===== src/rtl/uart_frame_decoder.sv =====
// Pops bytes from a first-word-fall-through RX FIFO, reassembles split position
// fields and tracks opponent link, session and status with an idle watchdog.
module uart_frame_decoder #(
    parameter int DATA_W      = 8,
    parameter int OP_W        = 3,
    parameter int POS_W       = 10,
    parameter int SCORE_W     = 3,
    parameter int TIMEOUT_CYC = 1000000
) (
    input  logic               clk,
    input  logic               rst_n,
    input  logic [DATA_W-1:0]  read_data,
    input  logic               rx_empty,
    output logic               rd_uart,
    output logic               connect_corrected,
    output logic               enemy_shooter,
    output logic               game_starts,
    output logic [POS_W-1:0]   keeper_pos,
    output logic [POS_W-1:0]   x_shooter,
    output logic [POS_W-1:0]   y_shooter,
    output logic [SCORE_W-1:0] opponent_score,
    output logic               enemy_is_scored,
    output logic               enemy_input,
    output logic               keeper_upd,
    output logic               shot_upd,
    output logic               link_lost,
    output logic [7:0]         err_cnt
);
    localparam int PL_W  = DATA_W - OP_W;
    localparam int CNT_W = $clog2(TIMEOUT_CYC + 1);

    localparam logic [OP_W-1:0] OP_SYNC   = OP_W'(0);
    localparam logic [OP_W-1:0] OP_KLO    = OP_W'(1);
    localparam logic [OP_W-1:0] OP_KHI    = OP_W'(2);
    localparam logic [OP_W-1:0] OP_XLO    = OP_W'(3);
    localparam logic [OP_W-1:0] OP_XHI    = OP_W'(4);
    localparam logic [OP_W-1:0] OP_YLO    = OP_W'(5);
    localparam logic [OP_W-1:0] OP_SHOT   = OP_W'(6);
    localparam logic [OP_W-1:0] OP_STATUS = {OP_W{1'b1}};

    localparam logic [PL_W-1:0] SYNC_FULL  = PL_W'(5'b11001);
    localparam logic [PL_W-1:0] SYNC_GUEST = PL_W'(5'b01001);
    localparam logic [PL_W-1:0] SYNC_LINK  = PL_W'(5'b00001);

    localparam logic [CNT_W-1:0] IDLE_MAX = CNT_W'(TIMEOUT_CYC);

    typedef enum logic [1:0] {IDLE, POP, SETTLE} state_t;

    state_t state_q, state_d;

    logic [CNT_W-1:0]   idleCnt_q, idleCnt_d;
    logic               connect_q, connect_d;
    logic               shooter_q, shooter_d;
    logic               starts_q, starts_d;
    logic [POS_W-1:0]   keeperPos_q, keeperPos_d;
    logic [POS_W-1:0]   xPos_q, xPos_d;
    logic [POS_W-1:0]   yPos_q, yPos_d;
    logic [SCORE_W-1:0] score_q, score_d;
    logic               scored_q, scored_d;
    logic               input_q, input_d;
    logic [7:0]         errCnt_q, errCnt_d;
    logic               keeperUpd_q, keeperUpd_d;
    logic               shotUpd_q, shotUpd_d;
    logic               linkLost_q, linkLost_d;
    logic [PL_W-1:0]    keeperLow_q, keeperLow_d;
    logic [PL_W-1:0]    xLow_q, xLow_d;
    logic [PL_W-1:0]    xHigh_q, xHigh_d;
    logic [PL_W-1:0]    yLow_q, yLow_d;
    logic               keeperPend_q, keeperPend_d;
    logic               xLowPend_q, xLowPend_d;
    logic               xHighPend_q, xHighPend_d;
    logic               yLowPend_q, yLowPend_d;

    logic [OP_W-1:0]   opcode;
    logic [PL_W-1:0]   payload;
    logic [2*PL_W-1:0] keeperCat, xCat, yCat;
    logic              errInc;
    logic              lostNow;

    assign opcode    = read_data[OP_W-1:0];
    assign payload   = read_data[DATA_W-1:OP_W];
    assign keeperCat = {payload, keeperLow_q};
    assign xCat      = {xHigh_q, xLow_q};
    assign yCat      = {payload, yLow_q};

    always_comb begin
        state_d = state_q;
        case (state_q)
            IDLE:    if (!rx_empty) state_d = POP;
            POP:     state_d = SETTLE;
            SETTLE:  state_d = IDLE;
            default: state_d = IDLE;
        endcase
    end

    // The watchdog saturates, so link_lost can fire only once per silent stretch.
    always_comb begin
        idleCnt_d = idleCnt_q;
        lostNow   = 1'b0;
        if (state_q == POP) begin
            idleCnt_d = '0;
        end else if (idleCnt_q != IDLE_MAX) begin
            idleCnt_d = idleCnt_q + CNT_W'(1);
            lostNow   = (idleCnt_q == IDLE_MAX - CNT_W'(1));
        end
    end

    always_comb begin
        connect_d    = connect_q;
        shooter_d    = shooter_q;
        starts_d     = starts_q;
        keeperPos_d  = keeperPos_q;
        xPos_d       = xPos_q;
        yPos_d       = yPos_q;
        score_d      = score_q;
        scored_d     = scored_q;
        input_d      = input_q;
        keeperLow_d  = keeperLow_q;
        xLow_d       = xLow_q;
        xHigh_d      = xHigh_q;
        yLow_d       = yLow_q;
        keeperPend_d = keeperPend_q;
        xLowPend_d   = xLowPend_q;
        xHighPend_d  = xHighPend_q;
        yLowPend_d   = yLowPend_q;
        keeperUpd_d  = 1'b0;
        shotUpd_d    = 1'b0;
        linkLost_d   = lostNow;
        errInc       = 1'b0;

        if (state_q == POP) begin
            case (opcode)
                OP_SYNC: begin
                    connect_d = 1'b1;
                    shooter_d = 1'b0;
                    starts_d  = 1'b0;
                    if (payload == SYNC_FULL) begin
                        shooter_d = 1'b1;
                        starts_d  = 1'b1;
                    end else if (payload == SYNC_GUEST) begin
                        starts_d = 1'b1;
                    end else if (payload != SYNC_LINK) begin
                        connect_d = 1'b0;
                        errInc    = 1'b1;
                    end
                end
                OP_KLO: begin
                    keeperLow_d  = payload;
                    keeperPend_d = 1'b1;
                end
                OP_KHI: begin
                    if (keeperPend_q) begin
                        keeperPos_d  = keeperCat[POS_W-1:0];
                        keeperUpd_d  = 1'b1;
                        keeperPend_d = 1'b0;
                    end else begin
                        errInc = 1'b1;
                    end
                end
                OP_XLO: begin
                    xLow_d     = payload;
                    xLowPend_d = 1'b1;
                end
                OP_XHI: begin
                    xHigh_d     = payload;
                    xHighPend_d = 1'b1;
                end
                OP_YLO: begin
                    yLow_d     = payload;
                    yLowPend_d = 1'b1;
                end
                OP_SHOT: begin
                    // An incomplete shot is dropped whole so stale fragments never mix.
                    if (xLowPend_q && xHighPend_q && yLowPend_q) begin
                        xPos_d    = xCat[POS_W-1:0];
                        yPos_d    = yCat[POS_W-1:0];
                        shotUpd_d = 1'b1;
                    end else begin
                        errInc = 1'b1;
                    end
                    xLowPend_d  = 1'b0;
                    xHighPend_d = 1'b0;
                    yLowPend_d  = 1'b0;
                end
                OP_STATUS: begin
                    score_d  = payload[SCORE_W-1:0];
                    scored_d = payload[PL_W-2];
                    input_d  = payload[PL_W-1];
                end
                default: begin
                    connect_d = 1'b0;
                    errInc    = 1'b1;
                end
            endcase
        end

        if (lostNow) begin
            connect_d    = 1'b0;
            shooter_d    = 1'b0;
            starts_d     = 1'b0;
            keeperPend_d = 1'b0;
            xLowPend_d   = 1'b0;
            xHighPend_d  = 1'b0;
            yLowPend_d   = 1'b0;
        end

        errCnt_d = (errInc && errCnt_q != 8'hFF) ? errCnt_q + 8'd1 : errCnt_q;
    end

    always_ff @(posedge clk or negedge rst_n) begin
        if (!rst_n) state_q <= IDLE;
        else        state_q <= state_d;
    end

    always_ff @(posedge clk or negedge rst_n) begin
        if (!rst_n) begin
            idleCnt_q    <= '0;
            connect_q    <= 1'b0;
            shooter_q    <= 1'b0;
            starts_q     <= 1'b0;
            keeperPos_q  <= '0;
            xPos_q       <= '0;
            yPos_q       <= '0;
            score_q      <= '0;
            scored_q     <= 1'b0;
            input_q      <= 1'b0;
            errCnt_q     <= '0;
            keeperUpd_q  <= 1'b0;
            shotUpd_q    <= 1'b0;
            linkLost_q   <= 1'b0;
            keeperLow_q  <= '0;
            xLow_q       <= '0;
            xHigh_q      <= '0;
            yLow_q       <= '0;
            keeperPend_q <= 1'b0;
            xLowPend_q   <= 1'b0;
            xHighPend_q  <= 1'b0;
            yLowPend_q   <= 1'b0;
        end else begin
            idleCnt_q    <= idleCnt_d;
            connect_q    <= connect_d;
            shooter_q    <= shooter_d;
            starts_q     <= starts_d;
            keeperPos_q  <= keeperPos_d;
            xPos_q       <= xPos_d;
            yPos_q       <= yPos_d;
            score_q      <= score_d;
            scored_q     <= scored_d;
            input_q      <= input_d;
            errCnt_q     <= errCnt_d;
            keeperUpd_q  <= keeperUpd_d;
            shotUpd_q    <= shotUpd_d;
            linkLost_q   <= linkLost_d;
            keeperLow_q  <= keeperLow_d;
            xLow_q       <= xLow_d;
            xHigh_q      <= xHigh_d;
            yLow_q       <= yLow_d;
            keeperPend_q <= keeperPend_d;
            xLowPend_q   <= xLowPend_d;
            xHighPend_q  <= xHighPend_d;
            yLowPend_q   <= yLowPend_d;
        end
    end

    assign rd_uart           = (state_q == POP);
    assign connect_corrected = connect_q;
    assign enemy_shooter     = shooter_q;
    assign game_starts       = starts_q;
    assign keeper_pos        = keeperPos_q;
    assign x_shooter         = xPos_q;
    assign y_shooter         = yPos_q;
    assign opponent_score    = score_q;
    assign enemy_is_scored   = scored_q;
    assign enemy_input       = input_q;
    assign keeper_upd        = keeperUpd_q;
    assign shot_upd          = shotUpd_q;
    assign link_lost         = linkLost_q;
    assign err_cnt           = errCnt_q;

endmodule


===== config.mk =====
export PLATFORM = sky130hd
export DESIGN_NAME = uart_frame_decoder
export DESIGN_NICKNAME = d
export VERILOG_FILES = /design/src/rtl/uart_frame_decoder.sv
export SDC_FILE = /design/constraint.sdc
export NUM_CORES = 1
export LEC_CHECK = 0
export ABC_CLOCK_PERIOD_IN_PS = 1790
export BUFFER_PORTS_ARGS = -buffer_cell sky130_fd_sc_hd__buf_2
export CORE_MARGIN = 5
export CORE_UTILIZATION = 44
export DETAILED_ROUTE_END_ITERATION = 8
export SLEW_MARGIN = 10
export SYNTH_ARGS = -nofsm -noshare
export SYNTH_HDL_FRONTEND = slang
export SYNTH_SLANG_ARGS = --single-unit

===== constraint.sdc =====
create_clock -name clk -period 1.79 [get_ports clk]
set_input_delay 0.179 -clock clk [delete_from_list [all_inputs] [get_ports clk]]
set_output_delay 0.179 -clock clk [all_outputs]
set_load 0.005 [all_outputs]

* Word level (Yosys, flattened, before mapping)
Index checks and enable logic that the tools add are counted.
** Storage, ports and cells
- Flip-flop bits (word level) :: 95
- Input port bits :: 11
- Output and inout port bits :: 50
- Word-level logic and storage cells :: 110
** Operators by class
- Add/sub/neg operators :: 2
- Eq/ne operators :: 15
- Mux-type cells :: 46
- Reduce and logical (&&, ||, !) cells :: 24
** Operator list (count)
- 2-to-1 mux 20 bit :: 2
- 2-to-1 mux 1 bit :: 37
- adder 20 x 1 -> 20 bit (second input constant) :: 1
- == test 20 bit (second input constant) :: 1
- != test 20 bit (second input constant) :: 1
- AND reduction 2 bit :: 10
- == test 3 bit (second input constant) :: 4
- nonzero test 3 bit :: 4
- adder 8 x 1 -> 8 bit (second input constant) :: 1
- != test 8 bit (second input constant) :: 1
- one-hot mux 1 bit (2 select lines) :: 4
- == test 3 x 2 -> 1 bit (second input constant) :: 2
- AND reduction 3 bit :: 2
- nonzero test 2 bit :: 3
- == test 5 x 4 -> 1 bit (second input constant) :: 1
- == test 5 bit (second input constant) :: 1
- != test 5 x 1 -> 1 bit (second input constant) :: 1
- one-hot mux 2 bit (2 select lines) :: 1
- == test 3 x 1 -> 1 bit (second input constant) :: 1
- logical AND 1 bit :: 3
- logical NOT 3 bit :: 1
- one-hot mux 1 bit (3 select lines) :: 1
- == test 2 x 1 -> 1 bit (second input constant) :: 1
- logical NOT 2 bit :: 1
- 2 further kinds :: 2

* Depth between registers and ports, before layout
Gate-level depths: netlist of the first run.
- Depth after elaboration :: 7
- Depth in mapped cells :: 7
- Mapped depth without buffers :: 6

* Worst setup path before layout of the first run
OpenSTA, ideal clock, no wires.
- Path type :: register to register
- Start :: reg state_q[1]
- End :: reg input_q, in the netlist enemy_input
- Setup time :: 125 ps
- Data arrival time :: 1484 ps
- Setup slack :: 181 ps
- Stages on the path, launching flop included :: 6
- Period minus slack after synthesis :: 1609 ps
- Cell sequence :: dfrtp_1 nand2b_1 inv_2 nand2_1 nor2_1 mux2_2
** Between the ends
- Longest elaborated chain between the ends :: 2
** RTL lines
- start, declared :: RTL line 49 : state_t state_q, state_d;
- start signal, assigned :: RTL line 212 : else state_q <= state_d;
- == test 2 x 1 -> 1 bit :: RTL line 131 : if (state_q == POP) begin
- AND reduction 2 bit (no line)
- end signal, assigned :: RTL line 249 : input_q <= input_d;
- end, declared :: RTL line 60 : logic input_q, input_d;
No other way between the ends.
A chain may end at the register's enable or synchronous reset.

* Final worst setup path of the first run
- Start :: reg errCnt_q[0], in the netlist err_cnt[0]
- End :: reg errCnt_q[1], in the netlist err_cnt[1]
** Between the ends
- Longest elaborated chain between the ends :: 2
** RTL lines
- start, declared :: RTL line 61 : logic [7:0] errCnt_q, errCnt_d;
- start signal, assigned :: RTL line 250 : errCnt_q <= errCnt_d;
- branches (longest 2 deep; another with adder 8 x 1 -> 8 bit)
Parallel ways; which one is timed is not known.

==> flow_summary_export.csv, run 1 <==
group,metric,value,unit
logic_synthesis,yosysTopAreaCell,"dfrtp_1",
layout,final_area,4890,um2
timing,relSlewSlack,0.674,
worst_setup_path,regToRegStartpoint,"err_cnt[0]",
detailed_routing,drt-initial-drc-count,88,
timing,hold_violations,0,
timing,max_freq,593,MHz
timing,rsz0062_at_grt,"false",
clocking,clockBufferDepth,2,
logic_synthesis,synth_fp_nets,332,
logic_synthesis,synth_edf_count,0,
floorplanning,core,9150,um2
logic_synthesis,yosys-top-cells-area,"dfrtp_1 58%, mux2_2 13%, xnor2_1 3.4%",
worst_hold_path,whs_endpoint,"keeper_pos[6]",
timing,finClkSkew,17.1,ps
place,place.gp.congestion,0.824,
worst_hold_path,holdCritPathClass,"primary input to register",
floorplanning,die_h,107,um
worst_setup_path,path_class,"register to register",
clocking,cts_setup_buffers,0,
worst_setup_path,worst_r2r_endpoint,"err_cnt[1]",
worst_setup_path,cp_data_required_time,2040,ps
timing,drv_slew,0,
global_route,grt_usage,0.156,
floorplanning,rows,35,
power_and_ir_drop,fin_total_pwr,5.18,mW
worst_hold_path,holdPathStages,2,
clocking,root_buffer,"clkbuf_8",
place,port_buffers,60,
flow_run,max_cap_violations,0,
global_route,use_met3,0.0313,
global_route,top_usage_layer,"met2",
logic_synthesis,syn_area,4110,um2
clocking,clk_latency,360,ps
clocking,cts_max_level,3,
detailed_routing,drt-vias-per-instance,5.22,
logic_synthesis,syn_avg_cell_area,12.9,um2
clocking,cts_sinks,95,
timing,period_share,0.942,
detailed_routing,antenna_left,0,
logic_synthesis,yosysWarnings,0,
power_and_ir_drop,p_leak,2.39,nW
power_and_ir_drop,ir_drop,0.511,mV
detailed_routing,wire_per_inst,16.2,um
place,hpwl,5940,um
logic_synthesis,synth_cell_type_count,43,
global_route,globalRoute.totalOverflow,0,
detailed_routing,vias,2687,
global_route,grt_max_degree,36,
detailed_routing,drt_wl_total,8360,um
detailed_routing,dr.pass1.iters,4,
layout,fin_cells,515,
logic_synthesis,yosysTopAreaCellShare,0.579,
global_route,grt_pass1_wl,14200,um
global_route,antenna_found_initial,0,
floorplanning,die_w,107,um
logic_synthesis,ys_ff_latch,95,
clocking,cts_buffers,9,
worst_setup_path,reg2regPathDepth,5,
timing,fin_crit,1690,ps
outcome,status,"finished, final reports clean",
global_route,grt_util_met2,0.242,
logic_synthesis,seq_area_frac_synth,0.579,
layout,nNetsFinal,413,
power_and_ir_drop,power.density,1060,nW/um2
floorplanning,start_util,0.449,
global_route,use_met1,0.219,
layout,drive_gt1_frac,0.399,
worst_hold_path,hp-start,"read_data[4]",
layout,n_antenna_cell,0,
global_route,grt_pass1_vias,2810,
timing,setup_viol,0,
timing,tns,0,ps
layout,synthToLayoutAreaGrowth,19.0,%
place,place_inst,497,
worst_setup_path,cp_max_fo,8,
place,place_area,4650,um2
clocking,cts_tree,"done",
detailed_routing,drc,0,
worst_setup_path,regToRegSetupSlack,100,ps
floorplanning,die_area,11400,um2
clocking,clk_pin_slew,110,ps
worst_setup_path,startpoint_type,"register",
logic_synthesis,synthFlopType,"dfrtp_1",
logic_synthesis,syn_inst,318,
timing,worstMarginPinSlew,490,ps
logic_synthesis,synth-async-reset-ratio,1.00,
worst_setup_path,arrival,1940,ps
floorplanning,num_io_pins,61,
worst_setup_path,endpoint_kind,"register",
[sequential cells by signal, indices dropped and copies added (netlist names), 2 cells and up]
signal          count
err_cnt             8
idleCnt_q          20
keeperLow_q         5
keeper_pos         10
opponent_score      3
state_q             2
xHigh_q             5
xLow_q              5
x_shooter          10
yLow_q              5
y_shooter          10
[cells by family (layout without fill, tap and decap cells)]
family	Yosys count	in the layout	synth area share
AOI/OAI and AO/OA	31	31	0.0469
xor gates and xnor gates	22	22	0.0469
adders and majority gates	3	3	0.00914
buffers and inverters	22	108	0.0289
DFF	95	95	0.579
muxes	55	55	0.150
and+or+nand+nor	90	90	0.139
[worst max-delay path, cell delays in order, from the launching register on]
cell and delay [ps]:
dfrtp_1 420, ha_1 260, nand3_1 100, o221ai_1 110
a21oi_2 330, mux2_1 360
[layer usage]
layer,vias up,wire length [um]
li1,1299,-
met3,11,351
met5,-,0
met4,0,114
met2,47,3900
met1,1330,4000
[what timing repair did]
item,4_1_cts,5_1_grt
hold endpoints to repair,34,0
hold buffers,2,0
endpoints found under the setup margin,1,2
gates resized for setup,1,4
pin swaps,0,0
[cells in the final DEF (no fill, tap or decap), types with 3 or more instances in the layout]
cell and n:
mux2_1 7, o21ai_0 12, or3_1 3, buf_2 59, ha_1 3, buf_4 15, nand3_1 9, nand4_1 10
mux2_2 47, nor2_1 18, a22o_1 3, nand2_1 14, clkbuf_8 9, inv_1 11, nor4_1 4, nor3_2 5
nor4_2 6, xor2_1 6, nor2b_1 3, a21oi_1 7, and3_1 3, and4_1 3, xnor2_1 16, buf_12 4
dfrtp_1 95
[where the power goes]
part	total, mW	internal [mW]	leakage, nW	switching (mW)
sequential	2.83	2.55	1.26	0.276
combinational	1.00	0.540	1.03	0.462
clock	1.34	0.537	0.0980	0.806
total	5.18	3.63	2.39	1.54
[worst max path at each step]
| stage | cells past startpoint | start | end |
|---|---|---|---|
| final | 5 | err_cnt[0] | err_cnt[1] |
| after global routing | 4 | idleCnt_q[1] | idleCnt_q[10] |
| after CTS | 5 | state_q[1] | rd_uart |
| after detailed placement | 5 | err_cnt[0] | err_cnt[1] |
| after global placement | 5 | read_data[4] | err_cnt[1] |
| after floorplan | 5 | state_q[1] | enemy_input |
[area by class of cell]
type | count | area [um2]
inverter | 12 | 45.0
fill | 790 | 4270
clock inverter | 7 | 62.6
multi-input combinational | 201 | 1630
tap | 111 | 139
clock buffer | 9 | 124
sequential | 95 | 2380
timing repair buffer | 80 | 508
[metrics by stage]
stage                     setup WS, ps  utilization  hold WS, ps
after floorplan                    181            -         -117
after global placement             180        0.509          173
after detailed placement           124        0.509          173
after CTS                         32.8        0.532          170
after global routing              1.59        0.534          180
final                              105        0.534          195
[cells in the mapped netlist (2+ instances only)]
| cell | count |
|---|---|
| dfrtp_1 | 95 |
| mux2_2 | 47 |
| nor2_1 | 18 |
| xnor2_1 | 16 |
| nand2_1 | 14 |
| o21ai_0 | 12 |
| inv_1 | 11 |
| nand4_1 | 10 |
| nand3_1 | 9 |
| a21oi_1 | 7 |
| mux2_1 | 7 |
| xor2_1 | 6 |
| buf_2 | 5 |
| nor3_2 | 5 |
| nor4_1 | 5 |
| nor4_2 | 5 |
| buf_6 | 4 |
| a22o_1 | 3 |
| and3_1 | 3 |
| and4_1 | 3 |
| ha_1 | 3 |
| nor2b_1 | 3 |
| or3_1 | 3 |
| and4_4 | 2 |
| nand2b_1 | 2 |
| nor3_1 | 2 |
| or3b_1 | 2 |
Note: power is estimated with default switching activity, not from simulation.
==> run 2, diff against run 1 <==
--- a/config.mk
+++ b/config.mk
@@ -7,9 +7,10 @@
 export LEC_CHECK = 0
 export ABC_CLOCK_PERIOD_IN_PS = 1790
 export BUFFER_PORTS_ARGS = -buffer_cell sky130_fd_sc_hd__buf_2
-export CORE_MARGIN = 5
+export CORE_MARGIN = 8
 export CORE_UTILIZATION = 44
 export DETAILED_ROUTE_END_ITERATION = 8
+export SETUP_SLACK_MARGIN = 0.3
 export SLEW_MARGIN = 10
 export SYNTH_ARGS = -nofsm -noshare
 export SYNTH_HDL_FRONTEND = slang
==> run 2 against run 1 <==
  * Register-to-register slack improved by 70 ps
  * Clock power about the same
  * Sequential share of layout area decreased by 4.9 points
  * Non-clock buffer count increased by 31
  * Worst hold slack got worse by 8.1 ps
  * Clock-buffer cell count increased by 1
  * Routed wire length increased by 13%
  * Largest power group unchanged
==> flow_summary_export.csv, run 2 (synthesis results as in run 1) <==
group,metric,value,unit
global_route,grt_usage,0.144,
clocking,clockBufferDepth,2,
power_and_ir_drop,seqPwrFrac,0.513,
power_and_ir_drop,switching_power,1.65,mW
layout,drive_gt1_frac,0.480,
timing,relSlewSlack,0.642,
detailed_routing,dr.pass1.iters,4,
place,place.gp.congestion,0.793,
clocking,cts_tree,"done",
power_and_ir_drop,p_leak,2.69,nW
worst_setup_path,arrival,1860,ps
layout,final_area,5440,um2
power_and_ir_drop,fin_total_pwr,5.50,mW
layout,ff_latch_area,2380,um2
timing,rsz0062_at_grt,"true",
detailed_routing,wire_per_inst,17.3,um
place,hpwl,5860,um
power_and_ir_drop,power.share.clock,0.241,
floorplanning,die_w,113,um
timing,worstMarginPinSlew,537,ps
global_route,antenna_found_initial,0,
place,port_buffers,60,
layout,synthToLayoutAreaGrowth,32.4,%
timing,max_freq,619,MHz
floorplanning,core,9150,um2
detailed_routing,drc,0,
worst_setup_path,cp_data_required_time,2040,ps
timing,setup_viol,0,
layout,layout_commonest_cell,"dfrtp_1",
layout,multi_input_area,1860,um2
global_route,globalRoute.totalOverflow,0,
flow_run,max_cap_violations,0,
timing,period_share,0.903,
layout,n_antenna_cell,0,
clocking,root_buffer,"clkbuf_8",
global_route,grt_pass1_vias,2911,
worst_setup_path,path_class,"register to register",
power_and_ir_drop,ir_drop,0.534,mV
floorplanning,die_area,12700,um2
timing,finClkSkew,9.50,ps
detailed_routing,drt-initial-drc-count,117,
floorplanning,die_h,113,um
global_route,grt_max_degree,96,
power_and_ir_drop,power.density,1010,nW/um2
timing,drv_slew,0,
global_route,grt_pass1_wl,14700,um
timing,hold_violations,0,
clocking,cts_sinks,95,
detailed_routing,antenna_left,0,
worst_hold_path,holdCritPathClass,"primary input to register",
layout,num-fill-cells,757,
detailed_routing,vias,2888,
worst_setup_path,startpoint_type,"register",
floorplanning,start_util,0.449,
clocking,clk_pin_slew,100,ps
detailed_routing,drt-vias-per-instance,5.29,
power_and_ir_drop,netSwitchingFraction,0.300,
timing,holdWs,187,ps
floorplanning,num_io_pins,61,
floorplanning,rows,35,
layout,regMostFlops,"idleCnt_q",
layout,nNetsFinal,444,
place,place_area,4650,um2
clocking,clk_latency,360,ps
clocking,cts_buffers,9,
outcome,status,"finished, final reports clean",
power_and_ir_drop,power_frac_comb,0.246,
detailed_routing,drt_wl_total,9420,um
worst_setup_path,endpoint_kind,"register",
timing,tns,0,ps
power_and_ir_drop,power.internal,3.85,mW
layout,largest_register_ffs,20,
layout,finish.utilization,0.594,
timing,fin_crit,1620,ps
clocking,cts_max_level,3,
worst_setup_path,cp_max_fo,10,
layout,final_cell_mix,"94 x dfrtp_1, 58 x buf_2, 34 x buf_4, 27 x mux2_2, 21 x mux2_4",
run 2: cell count changes in the layout (fill, tap and decap cells not counted), moves of 4 or more:
cell and change:
mux2_4 +21, buf_4 +19, nor4_2 -4, buf_6 +10, mux2_2 -20, nor4_4 +6
run 2: power groups by stage:
stage	sequential, mW	clock (mW)	combinational, mW
2_1_floorplan	2.84	0	0.602
3_3_place_gp	2.84	0	1.00
3_5_place_dp	2.86	0	1.03
4_1_cts	2.80	1.36	1.16
5_1_grt	2.87	1.45	1.49
6_report	2.82	1.33	1.35
run 2: metrics by stage:
stage	setup slack (ps)	std cells
floorplan	272	318
global placement	156	492
detailed placement	163	492
CTS	226	532
global route	119	546
finish	174	546
run 2: worst paths after layout:
kind / from / slack [ps] / endpoint / depth (start not counted)
setup / recovery: xLowPend_q / 170 / x_shooter[6] / 5
hold / removal: read_data[4] / 190 / keeper_pos[6] / 2
setup reg to reg: xLowPend_q / 170 / x_shooter[6] / 5
hold reg to reg: y_shooter[0] / 490 / y_shooter[0] / 1
max in group asynchronous: rst_n / 950 / idleCnt_q[10] / 3
min in group asynchronous: rst_n / 370 / err_cnt[4] / 3
run 2: routing by layer:
metal  vias to the layer above  GRT usage  wire length, um
li1                       1362          -                -
met2                        54      0.222             4560
met3                        12     0.0301              318
met1                      1460      0.194             4410
met4                         0     0.0567              132
met5                         -          0                0
run 2: cell type report:
type / instances / area share
flip-flops and latches: 95 / 0.437
multi-input cells: 201 / 0.342
repair buffers: 111 / 0.152
well taps: 111 / 0.0255
clock buffers: 10 / 0.0235
clock inverters: 6 / 0.00989
inverters: 12 / 0.00966
run 2: worst max-delay path: stages, from the launching register on:
cell     delay, ps
dfrtp_1        420
nand3_2        140
nor4_4         290
buf_6          170
buf_12         140
mux2_2         350
run 2: timing repair:
item                                    4_1_cts  5_1_grt
hold buffers                                  2        0
hold endpoints to repair                     96        0
pin swaps                                     8       17
endpoints found under the setup margin       74       78
buffers inserted                             21       12
gates cloned                                  1        2
resized for setup                            20       46
